**src/rtl/trivium_keystream_gen_if.sv**
```systemverilog
// Seed-in / keystream-out bus of the Trivium keystream generator.
// master = the block driving seed bytes and consuming keystream; slave = the generator.
interface trivium_keystream_gen_if;
   logic       clear;
   logic       seed_valid;
   logic [7:0] seed_byte;
   logic       ks_ready;
   logic [7:0] ks_byte;
   logic       ks_valid;
   logic       busy;
   logic       seeded;
   logic       seed_err;

   modport master (
      output clear, seed_valid, seed_byte, ks_ready,
      input  ks_byte, ks_valid, busy, seeded, seed_err
   );

   modport slave (
      input  clear, seed_valid, seed_byte, ks_ready,
      output ks_byte, ks_valid, busy, seeded, seed_err
   );
endinterface

```
**src/rtl/trivium_keystream_gen.sv**
```systemverilog
// Trivium keystream generator: byte-wise key/IV load, warm-up, one keystream bit per clock.
// Define TRIVIUM_SEED_EXPAND_EN to seed from a single byte (key = B x10, IV = (B^A5) x10).
module trivium_keystream_gen #(
   parameter int WARMUP_CYCLES = 1152,
   parameter int KEY_BYTES     = 10,
   parameter int IV_BYTES      = 10
) (
   input  logic                   clk,
   input  logic                   rst_n,
   trivium_keystream_gen_if.slave bus
);
   localparam int SCW     = $clog2(WARMUP_CYCLES + 1);
   localparam int BCW     = $clog2(KEY_BYTES + IV_BYTES);
   localparam int IV_BASE = 94;
   localparam logic [SCW-1:0] STEP_LAST = SCW'(WARMUP_CYCLES - 1);
   localparam logic [BCW-1:0] BYTE_LAST = BCW'(KEY_BYTES + IV_BYTES - 1);

   typedef enum logic [2:0] {IDLE, LOAD, WARMUP, GEN, HOLD} fsm_t;

   fsm_t           fsm_reg;
   logic [288:1]   state_reg;
   logic [288:1]   step_next;
   logic [288:1]   seed_next;
   logic [SCW-1:0] step_cnt_reg;
   logic [BCW-1:0] byte_cnt_reg;
   logic [2:0]     bit_cnt_reg;
   logic [7:0]     ks_byte_reg;
   logic           ks_valid_reg;
   logic           busy_reg;
   logic           seeded_reg;
   logic           seed_err_reg;
   logic           t1;
   logic           t2;
   logic           t3;
   logic           z;

   // Bit n of state_reg is Trivium register bit s(n).
   always_comb begin
      t1 = state_reg[66]  ^ state_reg[93];
      t2 = state_reg[162] ^ state_reg[177];
      t3 = state_reg[243] ^ state_reg[288];
      z  = t1 ^ t2 ^ t3;
      step_next = {
         state_reg[287:178], t2 ^ (state_reg[175] & state_reg[176]) ^ state_reg[264],
         state_reg[176:94],  t1 ^ (state_reg[91]  & state_reg[92])  ^ state_reg[171],
         state_reg[92:1],    t3 ^ (state_reg[286] & state_reg[287]) ^ state_reg[69]
      };
   end

   genvar gi;
`ifdef TRIVIUM_SEED_EXPAND_EN
   generate
      for (gi = 0; gi < KEY_BYTES; gi++) begin : g_key
         assign seed_next[8*gi+8 : 8*gi+1] = bus.seed_byte;
      end
      for (gi = 0; gi < IV_BYTES; gi++) begin : g_iv
         assign seed_next[IV_BASE+8*gi+7 : IV_BASE+8*gi] = bus.seed_byte ^ 8'hA5;
      end
   endgenerate
`else
   // Each slot takes the incoming byte only when byte_cnt points at it.
   generate
      for (gi = 0; gi < KEY_BYTES; gi++) begin : g_key
         assign seed_next[8*gi+8 : 8*gi+1] = (byte_cnt_reg == BCW'(gi)) ?
            bus.seed_byte : state_reg[8*gi+8 : 8*gi+1];
      end
      for (gi = 0; gi < IV_BYTES; gi++) begin : g_iv
         assign seed_next[IV_BASE+8*gi+7 : IV_BASE+8*gi] = (byte_cnt_reg == BCW'(KEY_BYTES + gi)) ?
            bus.seed_byte : state_reg[IV_BASE+8*gi+7 : IV_BASE+8*gi];
      end
   endgenerate
`endif

   assign seed_next[IV_BASE-1 : 8*KEY_BYTES+1]  = '0;
   assign seed_next[177 : IV_BASE+8*IV_BYTES]   = '0;
   assign seed_next[285:178]                    = '0;
   assign seed_next[288:286]                    = 3'b111;

   always_ff @(posedge clk) begin
      if (!rst_n || bus.clear) begin
         fsm_reg      <= IDLE;
         state_reg    <= '0;
         step_cnt_reg <= '0;
         byte_cnt_reg <= '0;
         bit_cnt_reg  <= '0;
         ks_byte_reg  <= '0;
         ks_valid_reg <= 1'b0;
         busy_reg     <= 1'b0;
         seeded_reg   <= 1'b0;
         seed_err_reg <= 1'b0;
      end else begin
         seed_err_reg <= 1'b0;
         unique case (fsm_reg)
            IDLE: begin
               if (bus.seed_valid) begin
                  state_reg <= seed_next;
                  busy_reg  <= 1'b1;
`ifdef TRIVIUM_SEED_EXPAND_EN
                  step_cnt_reg <= '0;
                  fsm_reg      <= WARMUP;
`else
                  byte_cnt_reg <= BCW'(1);
                  fsm_reg      <= LOAD;
`endif
               end
            end
            LOAD: begin
               if (bus.seed_valid) begin
                  state_reg <= seed_next;
                  if (byte_cnt_reg == BYTE_LAST) begin
                     byte_cnt_reg <= '0;
                     step_cnt_reg <= '0;
                     fsm_reg      <= WARMUP;
                  end else begin
                     byte_cnt_reg <= byte_cnt_reg + 1'b1;
                  end
               end
            end
            WARMUP: begin
               state_reg    <= step_next;
               seed_err_reg <= bus.seed_valid;
               step_cnt_reg <= step_cnt_reg + 1'b1;
               if (step_cnt_reg == STEP_LAST) begin
                  bit_cnt_reg <= '0;
                  seeded_reg  <= 1'b1;
                  fsm_reg     <= GEN;
               end
            end
            GEN: begin
               state_reg                <= step_next;
               seed_err_reg             <= bus.seed_valid;
               ks_byte_reg[bit_cnt_reg] <= z;
               bit_cnt_reg              <= bit_cnt_reg + 1'b1;
               if (bit_cnt_reg == 3'd7) begin
                  ks_valid_reg <= 1'b1;
                  busy_reg     <= 1'b0;
                  fsm_reg      <= HOLD;
               end
            end
            HOLD: begin
               seed_err_reg <= bus.seed_valid;
               if (ks_valid_reg && bus.ks_ready) begin
                  ks_valid_reg <= 1'b0;
                  busy_reg     <= 1'b1;
                  fsm_reg      <= GEN;
               end
            end
            default: fsm_reg <= IDLE;
         endcase
      end
   end

   assign bus.ks_byte  = ks_byte_reg;
   assign bus.ks_valid = ks_valid_reg;
   assign bus.busy     = busy_reg;
   assign bus.seeded   = seeded_reg;
   assign bus.seed_err = seed_err_reg;

endmodule

```
**src/flat_wrapper.sv**
```systemverilog
// flat-port wrapper written by rule: the top's interface ports become plain ports
module trivium_keystream_gen_flat 
#(
   parameter int WARMUP_CYCLES = 1152,
   parameter int KEY_BYTES     = 10,
   parameter int IV_BYTES      = 10
)
  (clk, rst_n, bus_clear, bus_seed_valid, bus_seed_byte, bus_ks_ready, bus_ks_byte, bus_ks_valid, bus_busy, bus_seeded, bus_seed_err);
  trivium_keystream_gen_if bus_i ();
  input  logic clk;
  input  logic rst_n;
  input wire logic [$bits(bus_i.clear)-1:0] bus_clear;
  input wire logic [$bits(bus_i.seed_valid)-1:0] bus_seed_valid;
  input wire logic [$bits(bus_i.seed_byte)-1:0] bus_seed_byte;
  input wire logic [$bits(bus_i.ks_ready)-1:0] bus_ks_ready;
  output wire logic [$bits(bus_i.ks_byte)-1:0] bus_ks_byte;
  output wire logic [$bits(bus_i.ks_valid)-1:0] bus_ks_valid;
  output wire logic [$bits(bus_i.busy)-1:0] bus_busy;
  output wire logic [$bits(bus_i.seeded)-1:0] bus_seeded;
  output wire logic [$bits(bus_i.seed_err)-1:0] bus_seed_err;
  assign bus_i.clear = bus_clear;
  assign bus_i.seed_valid = bus_seed_valid;
  assign bus_i.seed_byte = bus_seed_byte;
  assign bus_i.ks_ready = bus_ks_ready;
  assign bus_ks_byte = bus_i.ks_byte;
  assign bus_ks_valid = bus_i.ks_valid;
  assign bus_busy = bus_i.busy;
  assign bus_seeded = bus_i.seeded;
  assign bus_seed_err = bus_i.seed_err;
  trivium_keystream_gen #(.WARMUP_CYCLES(WARMUP_CYCLES), .KEY_BYTES(KEY_BYTES), .IV_BYTES(IV_BYTES)) u_core (.clk(clk), .rst_n(rst_n), .bus(bus_i));
endmodule
```
**config.mk**
```make
export PLATFORM = sky130hd
export DESIGN_NAME = trivium_keystream_gen_flat
export DESIGN_NICKNAME = d
export VERILOG_FILES = /design/src/rtl/trivium_keystream_gen_if.sv /design/src/rtl/trivium_keystream_gen.sv /design/src/flat_wrapper.sv
export SDC_FILE = /design/constraint.sdc
export NUM_CORES = 1
export LEC_CHECK = 0
export ABC_CLOCK_PERIOD_IN_PS = 2100
export BUFFER_PORTS_ARGS = -buffer_cell sky130_fd_sc_hd__buf_2
export CORE_UTILIZATION = 45
export DETAILED_ROUTE_END_ITERATION = 8
export PLACE_DENSITY = 0.7
export SYNTH_ARGS = -nofsm -noshare
export SYNTH_HDL_FRONTEND = slang
export SYNTH_SLANG_ARGS = --single-unit
```
**constraint.sdc**
```tcl
create_clock -name clk -period 2.1 [get_ports clk]
set_input_delay 0.315 -clock clk [delete_from_list [all_inputs] [get_ports clk]]
set_output_delay 0.315 -clock clk [all_outputs]
set_load 0.01 [all_outputs]
```
==> load_flow_metrics.sql, run 1 <==
INSERT INTO impl_metrics (metric_group, metric, value, unit) VALUES
('routing', 'initialDrtViolationCount', '745', ''),
('logic_synthesis', 'ys_seq_area_share', '50.29', '%'),
('global_routing', 'busiest_layer', 'met2', ''),
('placement', 'gp_congestion', '0.8086', ''),
('routing', 'route.detailed.vias_per_inst', '5.673', ''),
('final_layout', 'multiInputGateArea', '5758', 'um^2'),
('floorplanning', 'dieHeight', '170.8', 'um'),
('min_path', 'hold-path-endpoint', 'u_core.bus.ks_valid$_SDFFE_PP0P_', ''),
('critical_path', 'worstReg2RegEnd', 'u_core.state_reg[4]$_SDFFE_PP0P_', ''),
('floorplanning', 'die_width', '170.8', 'um'),
('placement', 'buffer_ports.inserted', '24', ''),
('routing', 'num_vias', '10211', ''),
('final_layout', 'largest_register_ffs', '288', ''),
('timing', 'report.final.slew_viol_count', '0', ''),
('pwr', 'p_leak', '4.618', 'nW'),
('critical_path', 'critical_path_arrival', '2430', 'ps'),
('clocking', 'numClockSinks', '322', ''),
('logic_synthesis', 'post_synth_main_area_contributors', 'dfxtp_1, a211oi_1, nor2_1, a22oi_1, a21oi_1', ''),
('critical_path', 'worstPathMaxFanout', '15', ''),
('min_path', 'min_path_type', 'input pin to flop', ''),
('logic_synthesis', 'synth_nets', '1441', ''),
('job', 'max_capacitance_violation_count', '0', ''),
('final_layout', 'number_of_fillers_in_the_final_layout', '2564', ''),
('routing', 'route.detailed.wl_per_inst', '14.97', 'um'),
('outcome', 'outcome', 'finished clean', ''),
('final_layout', 'nNetsFinal', '1420', ''),
('logic_synthesis', 'yosys_register_bits', '322', ''),
('logic_synthesis', 'synth_top_flop_cell', 'dfxtp_1', ''),
('routing', 'post_route_ant_nets', '0', ''),
('critical_path', 'critical_path_required', '2560', 'ps'),
('timing', 'worst_slew_pin_slew', '721.3', 'ps'),
('clocking', 'insertion_delay_of_the_later_clocked_pin_in_the_worst_skew_pair', '560', 'ps'),
('final_layout', 'post_route_cells_drive_above_1_share', '12.24', '%'),
('clocking', 'tritoncts', 'done', ''),
('logic_synthesis', 'synthDistinctLibCells', '56', ''),
('clocking', 'cts-root-to-sink-buffers', '3', ''),
('min_path', 'worst_hold_startpoint', 'bus_ks_ready', ''),
('global_routing', 'global_route.usage.total', '18.31', '%'),
('critical_path', 'timing.setup.critical_path_class', 'flop to flop', ''),
('global_routing', 'overflow', '0', ''),
('global_routing', 'gr_layer_usage_met3', '2.452', '%'),
('min_path', 'holdPathStages', '4', ''),
('floorplanning', 'floorplan.rows', '61', ''),
('timing', 'finalSetupViolCount', '0', ''),
('logic_synthesis', 'post-synth-top-area-fraction', '50.29', '%'),
('logic_synthesis', 'yosys_warnings', '0', ''),
('final_layout', 'seqCellArea', '6449', 'um^2'),
('final_layout', 'finish.instance_area', '14570', 'um^2'),
('pwr', 'power_per_cell_area', '837.6', 'nW/um^2'),
('global_routing', 'wire_length_of_the_first_global_routing_pass', '44.77', 'mm'),
('final_layout', 'layout_commonest_cell', 'dfxtp_1', ''),
('critical_path', 'timing.critical_path.cells', 'inv_1, ha_2, or4b_4, a21oi_4, buf_4, nor2_1, a211oi_1', ''),
('critical_path', 'worst_setup_path_end_kind', 'flop', ''),
('clocking', 'cts.root.buffer_cell', 'clkbuf_16', ''),
('logic_synthesis', 'synth_area', '12820', 'um^2'),
('clocking', 'htreeDepth', '1', ''),
('routing', 'drtPass1Iterations', '5', ''),
('logic_synthesis', 'postSynthCellCount', '1420', ''),
('logic_synthesis', 'synthesis.area_per_instance', '9.026', 'um^2'),
('pwr', 'irDropWorstVdd', '577.1', 'uV'),
('critical_path', 'timing.critical_path.slowest_stage_cell', 'or4b_4', ''),
('logic_synthesis', 'async_flop_share', '0', '%'),
('timing', 'report.final.hold_viol_count', '0', ''),
('clocking', 'number_of_hold_repair_buffers_added_at_the_cts_stage', '0', ''),
('floorplanning', 'io_pins', '25', ''),
('critical_path', 'timing.critical_path.slowest_cell_delay', '500', 'ps'),
('clocking', 'tritoncts.num_buffers', '31', ''),
('routing', 'overall_routed_net_length', '26.95', 'mm'),
('global_routing', 'first_global_vias', '9114', ''),
('timing', 'min_period', '1965', 'ps'),
('timing', 'rsz_0062_raised_after_global_routing', 'false', '');
==> cell type report <==
type / instances / share of cell area, %
inverter: 7 / 0.1804
sequential: 322 / 44.27
tap: 378 / 3.247
clock buffer: 45 / 6.099
timing repair buffer: 81 / 5.738
clock inverter: 11 / 0.9363
multi-input combinational: 956 / 39.53
==> power breakdown <==
group	switching, mW	internal [mW]	leakage (nW)
logic	0.329	0.148	1.52
registers	0.00936	6.12	2.60
clock network	2.30	3.29	0.505
total	2.64	9.56	4.62
==> cell families after synthesis <==
family	count (synthesis)	share of synthesized area (%)
compound gates	518	27.78
xor+xnor	8	0.7711
simple gates	416	14.81
flops	322	50.29
mux	6	0.4686
fa+ha+maj	8	0.7810
buf+inv	142	5.096
==> cell usage after synthesis, types with 8 or more instances <==
cell type,number
dfxtp_1,322
nor2_1,305
a21oi_1,179
a211oi_1,155
a22oi_1,125
clkbuf_1,83
buf_2,32
nand2_1,16
nand3_1,16
nand4bb_1,12
o21ai_0,12
buf_4,11
a21oi_2,10
a21oi_4,10
nor3_1,10
and2_1,9
ha_1,8
==> worst max-delay path by stage <==
stage	startpoint	endpoint	slack, ps	cells after the start
after floorplan	u_core.byte_cnt_reg[1]$_SDFFE_PP0P_	u_core.state_reg[30]$_SDFFE_PP0P_	310	6
after global placement	u_core.byte_cnt_reg[0]$_SDFFE_PP0P_	u_core.step_cnt_reg[9]$_SDFFE_PP0P_	180	5
after detailed placement	u_core.byte_cnt_reg[0]$_SDFFE_PP0P_	u_core.step_cnt_reg[10]$_SDFFE_PP0P_	90	5
after CTS	u_core.byte_cnt_reg[0]$_SDFFE_PP0P_	u_core.step_cnt_reg[10]$_SDFFE_PP0P_	70	5
after global routing	u_core.byte_cnt_reg[0]$_SDFFE_PP0P_	u_core.state_reg[4]$_SDFFE_PP0P_	30	7
final	u_core.byte_cnt_reg[0]$_SDFFE_PP0P_	u_core.state_reg[4]$_SDFFE_PP0P_	130	7
==> routing by layer <==
layer,wire length [um],vias up
met3,995,34
met2,12530,160
met4,434,0
met1,12990,4893
met5,0,-
li1,-,5124
==> metrics by stage <==
step	utilization, %	hold WS, ps	power [mW]	worst slack (ps)	cells
2_1_floorplan	-	444.7	6.577	311.2	1420
3_3_place_gp	48.21	461.5	6.738	177.4	1741
3_5_place_dp	48.21	480.2	6.743	86.76	1741
4_1_cts	51.88	23.14	12.31	74.41	1797
5_1_grt	52.15	48.03	12.60	28.16	1800
6_report	52.15	36.39	12.20	135.0	1800
==> critical path: cells and delay by family (launching register included) <==
| kind | cells | cell delay, ps |
|---|---|---|
| compound gates | 2 | 370 |
| fa+ha+maj | 1 | 250 |
| buf+inv | 2 | 330 |
| flops | 1 | 350 |
| simple gates | 2 | 560 |
==> repair_timing <==
item | 4_1_cts | 5_1_grt
endpoints found under the setup margin | 0 | 21
setup buffers | 0 | 3
gates resized for setup | 0 | 7
Note: power is estimated with default switching activity, not from simulation.
==> run 2, diff against run 1 <==
--- a/config.mk
+++ b/config.mk
@@ -5,8 +5,10 @@
 export SDC_FILE = /design/constraint.sdc
 export NUM_CORES = 1
 export LEC_CHECK = 0
+export ABC_AREA = 1
 export ABC_CLOCK_PERIOD_IN_PS = 2100
 export BUFFER_PORTS_ARGS = -buffer_cell sky130_fd_sc_hd__buf_2
+export CORE_MARGIN = 4
 export CORE_UTILIZATION = 45
 export DETAILED_ROUTE_END_ITERATION = 8
 export PLACE_DENSITY = 0.7
==> run 2 against run 1 <==
Effect of this change:
- wire length increased by 5.3%
- maximum frequency decreased by 1.3%
- clock-buffer cell count increased by 4
- largest power group unchanged
- critical path depth increased by 2
- non-clock buffer count decreased by 15
- global-route usage decreased by 1.6 points
- sequential share of layout area decreased by 1.6 points
- final cell count increased by 24%
- die area increased by 12%
==> load_flow_metrics.sql, run 2 <==
INSERT INTO impl_metrics (metric_group, metric, value, unit) VALUES
('logic_synthesis', 'yosys_register_bits', '322', ''),
('final_layout', 'syn_to_final_growth', '12.67', '%'),
('final_layout', 'post_route_cells_drive_above_1_share', '8.743', '%'),
('floorplanning', 'die_width', '180.6', 'um'),
('logic_synthesis', 'synth-edff-count', '0', ''),
('floorplanning', 'io_pins', '25', ''),
('logic_synthesis', 'synthXorXnorAreaFrac', '0.5229', '%'),
('final_layout', 'number_of_fillers_in_the_final_layout', '2735', ''),
('logic_synthesis', 'synth.mux.area_fraction', '0', '%'),
('floorplanning', 'initial_utilization', '46.18', '%'),
('critical_path', 'timing.setup.critical_path_class', 'flop to flop', ''),
('routing', 'detail_route.drc_violations', '0', ''),
('pwr', 'cell_internal_pwr', '10.18', 'mW'),
('placement', 'placed_area', '13880', 'um^2'),
('pwr', 'net-switching-power', '3.379', 'mW'),
('logic_synthesis', 'post_synth_adder_cell_area', '0.7470', '%'),
('timing', 'skew', '19.73', 'ps'),
('routing', 'topmost_layer_with_routed_signal_wires', 'met4', ''),
('logic_synthesis', 'synth_top_cells_by_count', 'nand2_1, dfxtp_1, a21oi_1', ''),
('clocking', 'cts-root-to-sink-buffers', '3', ''),
('timing', 'worst_slew_pin_slew', '851.2', 'ps'),
('timing', 'min_period', '1991', 'ps'),
('logic_synthesis', 'yosys_warnings', '0', ''),
('logic_synthesis', 'synth_top_flop_cell', 'dfxtp_1', ''),
('logic_synthesis', 'largest_family_of_logic_cells_by_synthesized_area', 'simple AND/OR/NAND/NOR gates', ''),
('critical_path', 'reg2reg_path_depth', '9', ''),
('timing', 'whs', '104.8', 'ps'),
('timing', 'report.final.hold_viol_count', '0', ''),
('pwr', 'irDropWorstVdd', '469.0', 'uV'),
('final_layout', 'finish.instance_area', '15100', 'um^2'),
('global_routing', 'grt_start_max_net_pins', '154', ''),
('floorplanning', 'design.die.area', '32600', 'um^2'),
('pwr', 'totalPowerFinal', '13.56', 'mW'),
('routing', 'route.detailed.wl_per_inst', '12.69', 'um'),
('global_routing', 'global_route.usage.total', '16.75', '%'),
('routing', 'met1_length', '13.30', 'mm'),
('global_routing', 'first_global_vias', '10304', ''),
('routing', 'wl_met2', '13.26', 'mm'),
('min_path', 'hold-path-endpoint', 'u_core.byte_cnt_reg[0]$_SDFFE_PP0P_', ''),
('logic_synthesis', 'postSynthCellCount', '1846', ''),
('critical_path', 'reg2reg_from', 'u_core.fsm_reg[0]$_SDFFE_PP0P_', ''),
('critical_path', 'critical_path_arrival', '2390', 'ps'),
('pwr', 'swShare', '24.92', '%'),
('critical_path', 'r2r_setup_slack', '110', 'ps'),
('timing', 'max_freq', '0.5022', 'GHz'),
('routing', 'route.detailed.vias_per_inst', '5.110', ''),
('routing', 'num_vias', '11430', ''),
('floorplanning', 'dieHeight', '180.6', 'um'),
('logic_synthesis', 'synth.most_common_cell', 'nand2_1', ''),
('logic_synthesis', 'synth_area', '13400', 'um^2'),
('critical_path', 'worstPathMaxFanout', '15', ''),
('pwr', 'power.clock.fraction', '44.0', '%'),
('clocking', 'cts.root.buffer_cell', 'clkbuf_16', ''),
('logic_synthesis', 'synthesis.area_per_instance', '7.258', 'um^2'),
('clocking', 'htreeDepth', '2', ''),
('critical_path', 'worst_setup_path_end_kind', 'flop', ''),
('timing', 'finalSetupViolCount', '0', ''),
('pwr', 'power_per_cell_area', '898.3', 'nW/um^2'),
('timing', 'report.final.slew_viol_count', '0', ''),
('floorplanning', 'floorplan.rows', '62', ''),
('timing', 'rsz_0062_raised_after_global_routing', 'true', ''),
('min_path', 'min_path_type', 'input pin to flop', ''),
('placement', 'dp_hpwl', '16.41', 'mm'),
('global_routing', 'antenna_found_initial', '0', ''),
('critical_path', 'critical_path.startpoint_type', 'flop', ''),
('clocking', 'numClockSinks', '322', ''),
('logic_synthesis', 'async_flop_share', '0', '%'),
('timing', 'max-slew-margin-rel', '42.87', '%'),
('logic_synthesis', 'area_leader_netlist', 'dfxtp_1', ''),
('logic_synthesis', 'synthDistinctLibCells', '35', ''),
('placement', 'gp_congestion', '0.8129', ''),
('clocking', 'cts.reportedPaths.clkPinSlew', '60', 'ps'),
('logic_synthesis', 'ys_seq_area_share', '48.11', '%'),
('timing', 'layout_worst_path_cycle_share', '94.83', '%'),
('clocking', 'tritoncts', 'done', ''),
('final_layout', 'layout_commonest_cell', 'nand2_1', ''),
('routing', 'initialDrtViolationCount', '925', ''),
('final_layout', 'most-common-layout-cells', 'nand2_1, dfxtp_1, a21oi_1', ''),
('routing', 'overall_routed_net_length', '28.39', 'mm'),
('logic_synthesis', 'post-synth-top-area-fraction', '48.11', '%'),
('logic_synthesis', 'synth_nets', '1867', ''),
('min_path', 'worst_hold_startpoint', 'bus_seed_valid', ''),
('logic_synthesis', 'synth-compound-area-share', '19.14', '%'),
('logic_synthesis', 'synthSimpleGateAreaFrac', '22.98', '%'),
('placement', 'buffer_ports.inserted', '24', ''),
('routing', 'post_route_ant_nets', '0', ''),
('global_routing', 'overflow', '0', ''),
('min_path', 'holdPathStages', '2', ''),
('final_layout', 'antenna-diode-count', '0', ''),
('final_layout', 'nNetsFinal', '1850', ''),
('routing', 'drtPass1Iterations', '5', ''),
('clocking', 'number_of_hold_repair_buffers_added_at_the_cts_stage', '0', ''),
('logic_synthesis', 'post_synth_main_area_contributors', 'dfxtp_1, nand2_1, a21oi_1, o21ai_0, inv_1', ''),
('critical_path', 'worstReg2RegEnd', 'u_core.state_reg[150]$_SDFFE_PP0P_', ''),
('outcome', 'outcome', 'finished clean', ''),
('pwr', 'p_leak', '5.132', 'nW'),
('critical_path', 'critical_path_required', '2500', 'ps'),
('pwr', 'pwr-share-seq', '46.4', '%'),
('global_routing', 'wire_length_of_the_first_global_routing_pass', '47.78', 'mm'),
('pwr', 'comb_power_share', '9.6', '%'),
('floorplanning', 'coreArea', '29010', 'um^2'),
('clocking', 'tritoncts.num_buffers', '35', ''),
('clocking', 'insertion_delay_of_the_later_clocked_pin_in_the_worst_skew_pair', '520', 'ps'),
('routing', 'met3_wirelength', '1.232', 'mm'),
('final_layout', 'largest_register_ffs', '288', ''),
('job', 'max_capacitance_violation_count', '0', '');
run 2: cell types whose count changed in the layout (fill, tap and decap cells not counted), moves of 12 or more:
cell       before  now
o21ai_1         0   25
o21ai_0        12  175
a21oi_1       179  261
nand4bb_1      12    0
a211oi_1      155    1
nand2_1        16  495
nor2_1        304  134
buf_4          34   22
a22oi_1       125    0
nand3_1        16   98
inv_1           6  135
nand2_2         0   15
run 2: critical path: stages (launching register included):
cell and delay [ps]:
dfxtp_1 370, nor2_1 270, nand2_1 120, nand2_2 260
buf_4 300, a21oi_4 100, buf_12 170, buf_4 130
nor2_1 80, nor2_1 50
run 2: cell families (layout without fill, tap and decap cells):
| logic type | Yosys count | in the layout |
|---|---|---|
| compound gates | 484 | 484 |
| xor+xnor | 8 | 8 |
| fa+ha+maj | 8 | 8 |
| buf+inv | 261 | 268 |
| flops | 322 | 322 |
| simple gates | 763 | 763 |
run 2: how the worst max path moves through the flow:
stage,slack (ps),cells past startpoint,endpoint,start
2_1_floorplan,610,9,u_core.state_reg[156]$_SDFFE_PP0P_,u_core.fsm_reg[2]$_SDFFE_PP0P_
3_3_place_gp,250,7,u_core.state_reg[141]$_SDFFE_PP0P_,bus_seed_valid
3_5_place_dp,180,7,u_core.state_reg[138]$_SDFFE_PP0P_,bus_seed_valid
4_1_cts,170,8,u_core.state_reg[154]$_SDFFE_PP0P_,u_core.fsm_reg[1]$_SDFFE_PP0P_
5_1_grt,-30,8,u_core.state_reg[9]$_SDFFE_PP0P_,u_core.fsm_reg[1]$_SDFFE_PP0P_
6_report,110,9,u_core.state_reg[150]$_SDFFE_PP0P_,u_core.fsm_reg[0]$_SDFFE_PP0P_
run 2: timing repair:
item | in CTS | in global routing
resized for setup | 0 | 1
setup endpoints to repair | 0 | 11
endpoints found under the hold margin | 0 | 0
setup buffers | 0 | 7
run 2: metrics by stage:
step	setup TNS, ps	setup slack (ps)	utilization, %	std cells
CTS	0	168.1	51.72	2230
finish	0	108.6	52.04	2237
global placement	0	245.9	47.85	2169
detailed placement	0	176.6	47.85	2169
global route	-44.12	-27.54	52.04	2237
floorplan	0	610.2	-	1846
run 2: power groups by stage:
| stage | Sequential (mW) | Combinational, mW | Clock [mW] |
|---|---|---|---|
| after detailed placement | 6.42 | 1.26 | 0 |
| after CTS | 6.29 | 1.26 | 6.12 |
| after global routing | 6.30 | 1.46 | 6.36 |
| final | 6.29 | 1.30 | 5.97 |
| after global placement | 6.42 | 1.24 | 0 |
| after floorplan | 6.41 | 0.950 | 0 |
run 2: cell type report:
class | count | area [um^2] | share of cell area, %
multi-input combinational | 1263 | 5824 | 38.58
tap | 384 | 480.5 | 3.182
sequential | 322 | 6446 | 42.70
clock buffer | 49 | 989.7 | 6.556
inverter | 141 | 539.3 | 3.572
timing repair buffer | 66 | 685.7 | 4.542
clock inverter | 12 | 131.4 | 0.8702
run 2: layer usage:
metal | up-vias | global-route usage (%)
met5 | - | 0
met4 | 0 | 4.809
met3 | 61 | 2.725
met2 | 171 | 28.98
met1 | 5254 | 21.69
li1 | 5944 | -
